### src/rtl/nvdla_cvif_pkg.sv
// nvdla_cvif_pkg: shared CVIF constants and parameter legality helpers
// Contents:
//   CVIF_RD_REQ_PW - width of a CVIF read request payload
//   depth_ok()     - legality check for skid buffer depth (2..16)
package nvdla_cvif_pkg;
   localparam int CVIF_RD_REQ_PW = 75;
   function automatic bit depth_ok(input int depth);
      return depth >= 2 && depth <= 16;
   endfunction
endpackage

### src/rtl/nvdla_cvif_ring_ctl.sv
// nvdla_cvif_ring_ctl: pointer, count and ready control for an N-entry circular skid buffer
// Ports:
//   nvdla_core_clk, nvdla_core_rstn - clock, async active-low reset
//   in_vld / in_rdy                 - upstream handshake (in_rdy is a flop)
//   out_vld / out_rdy               - downstream handshake
//   occ                             - occupied entry count
//   wr_en, wr_idx, rd_idx           - payload array write enable and indices
module nvdla_cvif_ring_ctl #(
   parameter  int DEPTH = 2,
   localparam int OW    = $clog2(DEPTH + 1),
   localparam int AW    = $clog2(DEPTH)
) (
   input  logic          nvdla_core_clk,
   input  logic          nvdla_core_rstn,
   input  logic          in_vld,
   output logic          in_rdy,
   output logic          out_vld,
   input  logic          out_rdy,
   output logic [OW-1:0] occ,
   output logic          wr_en,
   output logic [AW-1:0] wr_idx,
   output logic [AW-1:0] rd_idx
);
   logic [OW-1:0] cnt;
   logic [OW-1:0] cnt_nxt;
   logic          pop;
   assign wr_en   = in_vld & in_rdy;
   assign out_vld = cnt != '0;
   assign pop     = out_vld & out_rdy;
   assign cnt_nxt = cnt + OW'(wr_en) - OW'(pop);
   assign occ     = cnt;
   // Ready is registered from the next count so no path runs from out_rdy to in_rdy.
   always_ff @(posedge nvdla_core_clk or negedge nvdla_core_rstn) begin
      if (!nvdla_core_rstn) begin
         cnt    <= '0;
         in_rdy <= 1'b1;
         wr_idx <= '0;
         rd_idx <= '0;
      end else begin
         cnt    <= cnt_nxt;
         in_rdy <= cnt_nxt < OW'(DEPTH);
         if (wr_en) wr_idx <= (wr_idx == AW'(DEPTH - 1)) ? '0 : wr_idx + AW'(1);
         if (pop)   rd_idx <= (rd_idx == AW'(DEPTH - 1)) ? '0 : rd_idx + AW'(1);
      end
   end
endmodule

### src/rtl/nvdla_cvif_rd_ig_skid_pipe.sv
// nvdla_cvif_rd_ig_skid_pipe: parametrised valid/ready skid stage for the CVIF read ingress path
// Ports:
//   nvdla_core_clk, nvdla_core_rstn - clock, async active-low reset
//   in_vld / in_rdy / in_pd         - upstream request (in_rdy registered)
//   out_vld / out_rdy / out_pd      - request toward the arbiter (out_pd from storage flops)
//   occ, idle                       - occupancy and empty status
module nvdla_cvif_rd_ig_skid_pipe
   import nvdla_cvif_pkg::*;
#(
   parameter  int DW    = CVIF_RD_REQ_PW,
   parameter  int DEPTH = 2,
   localparam int OW    = $clog2(DEPTH + 1)
) (
   input  logic          nvdla_core_clk,
   input  logic          nvdla_core_rstn,
   input  logic          in_vld,
   output logic          in_rdy,
   input  logic [DW-1:0] in_pd,
   output logic          out_vld,
   input  logic          out_rdy,
   output logic [DW-1:0] out_pd,
   output logic [OW-1:0] occ,
   output logic          idle
);
   localparam int AW = $clog2(DEPTH);
   if (!depth_ok(DEPTH)) begin : g_bad_depth
      $error("nvdla_cvif_rd_ig_skid_pipe: DEPTH must be in 2..16");
   end
   logic          wr_en;
   logic [AW-1:0] wr_idx;
   logic [AW-1:0] rd_idx;
   logic [DW-1:0] mem [DEPTH];
   nvdla_cvif_ring_ctl #(.DEPTH(DEPTH)) u_ctl (
      .nvdla_core_clk  (nvdla_core_clk),
      .nvdla_core_rstn (nvdla_core_rstn),
      .in_vld          (in_vld),
      .in_rdy          (in_rdy),
      .out_vld         (out_vld),
      .out_rdy         (out_rdy),
      .occ             (occ),
      .wr_en           (wr_en),
      .wr_idx          (wr_idx),
      .rd_idx          (rd_idx)
   );
   // Payload storage is deliberately unreset; validity is tracked by the count alone.
   always_ff @(posedge nvdla_core_clk) begin
      if (wr_en) mem[wr_idx] <= in_pd;
   end
   assign out_pd = mem[rd_idx];
   assign idle   = occ == '0;
endmodule

### config.mk
export PLATFORM = sky130hd
export DESIGN_NAME = nvdla_cvif_rd_ig_skid_pipe
export DESIGN_NICKNAME = d
export VERILOG_FILES = /design/src/rtl/nvdla_cvif_pkg.sv /design/src/rtl/nvdla_cvif_ring_ctl.sv /design/src/rtl/nvdla_cvif_rd_ig_skid_pipe.sv
export SDC_FILE = /design/constraint.sdc
export NUM_CORES = 1
export LEC_CHECK = 0
export BUFFER_PORTS_ARGS = -buffer_cell sky130_fd_sc_hd__buf_2
export CAP_MARGIN = 15
export CORE_AREA = 2 2 115 117
export CTS_CLUSTER_DIAMETER = 30
export DETAILED_ROUTE_END_ITERATION = 7
export DIE_AREA = 0 0 117 119
export PLACE_DENSITY = 0.83
export SLEW_MARGIN = 20
export SYNTH_ARGS = -nofsm -noshare
export SYNTH_HDL_FRONTEND = slang
export SYNTH_HIERARCHICAL = 1
export SYNTH_SLANG_ARGS = --single-unit
### constraint.sdc
create_clock -name nvdla_core_clk -period 4.8 [get_ports nvdla_core_clk]
set_input_delay 0.96 -clock nvdla_core_clk [delete_from_list [all_inputs] [get_ports nvdla_core_clk]]
set_output_delay 0.96 -clock nvdla_core_clk [all_outputs]
set_load 0.01 [all_outputs]
==> flow_summary_export.csv <==
group,metric,value,unit
outcome,status,"finished, final reports clean",
yosys,yosys_warnings,6,
critical_path,r2r-start,"u_ctl/in_rdy",
job,drv_cap,0,
global_routing,grt_pass1_vias,2955,
yosys,netlist_instances,253,
sta,rsz0062_at_grt,"no",
floorplan,coreArea,12900,um^2
cts,clockRootBuffer,"clkbuf_16",
critical_path,cp.required,3840,ps
global_routing,antenna_found_initial,0,
global_routing,grtUsageTotal,14.3,%
sta,finalSetupViolCount,0,
critical_path,path_class,"reg2out",
critical_path,r2r_end,"mem[1][67]",
sta,max_freq,297,MHz
critical_path,critPathCapture,"out_pd[38]",
placement,portBuffers,158,
yosys,syn_avg_cell_area,23.2,um^2
critical_path,start_kind,"flop",
critical_path,arrival,2410,ps
floorplan,die_w,117,um
cts,clk_pin_slew,60,ps
cells_and_area,diodes,0,
routing,via_count,2839,
critical_path,cp-end-kind,"output pin",
critical_path,rrSetupSlack,2850,ps
routing,drc,0,
cts,cts_buffer_depth,2,
yosys,synth_fp_nets,334,
global_routing,overflow,0,
yosys,synth_cell_types,18,
sta,finalCritPeriodShare,70.2,%
cells_and_area,fin_nets,506,
global_routing,grt_max_degree,76,
routing,wl,9660,um
routing,drtIter0Drc,170,
critical_path,ff2ff_path_depth,3,
placement,routabilityCongestion,0.659,
min_path,min_path_type,"in2async",
sta,worst_pin_slew,1070,ps
sta,finalMaxSlewViolations,0,
floorplan,die-area,13900,um^2
global_routing,grt_pass1_wl,14600,um
cts,cts_tree,"built",
power_and_ir_drop,power-per-cell-area,617,nW/um^2
cts,post_cts_resized,0,
floorplan,io_pins,159,
sta,tns,0,ps
critical_path,startpoint,"u_ctl/rd_idx",
routing,dr.pass1.iters,4,
cells_and_area,fill_cells,965,
power_and_ir_drop,peakVddDrop,0.621,mV
cts,cts_sinks,155,
cts,clk_latency,410,ps
power_and_ir_drop,p_leak,2.95,nW
yosys,ys_ff_latch,155,
sta,skew,4.75,ps
yosys,synth_area,5860,um^2
cells_and_area,drive_gt1_share,62.1,%
cts,postCtsSetupBuffers,0,
routing,routedWlPerCell,15.7,um
floorplan,initial_core_util,45.5,%
placement,dp.cells,582,
cts,cts-buffers-inserted,17,
cts,holdBufCountCts,0,
routing,ant_nets,0,
sta,fin_crit,3370,ps
routing,viasPerCell,4.62,
cts,htreeDepth,4,
floorplan,row_count,42,
sta,hold_viol,0,
critical_path,path_max_fanout,66,
floorplan,fp.dieH,119,um
yosys,yosysSeqAreaShare,79.0,%
cells_and_area,stdcell_count,614,
placement,hpwl,6340,um
sta,slew_headroom,28.4,%
cells_and_area,syn2layout_area_growth,27.6,%
area by class of cell:
type	count	area, um^2	share of cell area [%]
clock buffers	17	425	5.69
repair buffers	161	813	10.9
clock inverters	15	224	2.99
well taps	176	220	2.94
flip-flops and latches	155	4630	62.0
multi-input cells	88	1150	15.4
inverters	2	7.51	0.100
cells by family after synthesis:
kind of cell             Yosys count  synth area share (%)
AO/OA/AOI/OAI                      1                 0.150
adder cells (fa/ha/maj)            2                 0.427
multiplexers                      75                  17.6
flip-flops                       155                  79.0
AND/OR/NAND/NOR                    5                 0.449
XOR/XNOR                           5                 0.876
buffers and inverters             10                  1.45
cell usage in the layout (no fill, tap or decap), types with 2 or more instances in the layout:
master / count
buf_2: 158
buf_4: 3
bufinv_16: 5
clkbuf_16: 17
clkinv_1: 2
clkinv_4: 5
clkinvlp_4: 3
dfrtp_1: 3
edfxtp_1: 150
ha_1: 2
inv_1: 2
mux2_2: 25
mux2_4: 50
xnor2_1: 2
xor2_1: 2
through the flow:
stage               hold slack [ps]  area [um^2]  utilization (%)  worst slack (ps)  total power [mW]
floorplan                       478         5860                -              1280              2.83
global placement                536         6830             53.0              1850              3.19
detailed placement              548         6830             53.0              1820              3.23
CTS                             329         7480             58.1              1370              4.68
global route                    331         7480             58.1              1290              4.83
finish                          349         7480             58.1              1430              4.61
sequential cells by signal (all words and copies together) (netlist names):
register,cells
u_ctl/wr_idx,1
u_ctl/in_rdy,1
mem,150
u_ctl/occ,2
u_ctl/rd_idx,1
critical path: stages (launching register included):
cell	delay, ps
dfrtp_4	1130
buf_4	380
mux2_4	320
buf_2	140
per-layer routing:
metal / GRT usage (%) / vias to the layer above / share of wire [%]
li1: - / 1344 / -
met1: 16.4 / 1376 / 41
met4: 6.40 / 0 / 1.7
met5: 0 / - / 0
met2: 24.2 / 103 / 51
met3: 4.73 / 16 / 6.0
cells in the mapped netlist:
library cell | number | share of area (%)
nor2_1 | 1 | 0.064
inv_1 | 2 | 0.13
xor2_1 | 2 | 0.30
and2_1 | 1 | 0.11
xnor2_1 | 2 | 0.30
xnor2_2 | 1 | 0.28
mux2_4 | 50 | 13
nor2b_1 | 1 | 0.11
buf_6 | 6 | 1.2
nand2_1 | 1 | 0.064
dfrtp_1 | 4 | 1.7
buf_2 | 2 | 0.17
or2_1 | 1 | 0.11
o21a_2 | 1 | 0.15
edfxtp_1 | 150 | 77
dfstp_2 | 1 | 0.45
mux2_2 | 25 | 4.8
ha_1 | 2 | 0.43
how the worst min path moves through the flow:
stage	to	slack (ps)	cells past startpoint
2_1_floorplan	u_ctl/wr_idx	480	1
3_3_place_gp	u_ctl/wr_idx	540	1
3_5_place_dp	u_ctl/wr_idx	550	1
4_1_cts	u_ctl/wr_idx	330	1
5_1_grt	u_ctl/wr_idx	330	1
6_report	u_ctl/wr_idx	350	1
report_power, final:
| group | internal (mW) | total, mW | switching [mW] |
|---|---|---|---|
| Clock | 0.922 | 1.43 | 0.513 |
| Sequential | 1.79 | 1.99 | 0.202 |
| Combinational | 0.662 | 1.18 | 0.521 |
(Power assumes the default switching activity.)
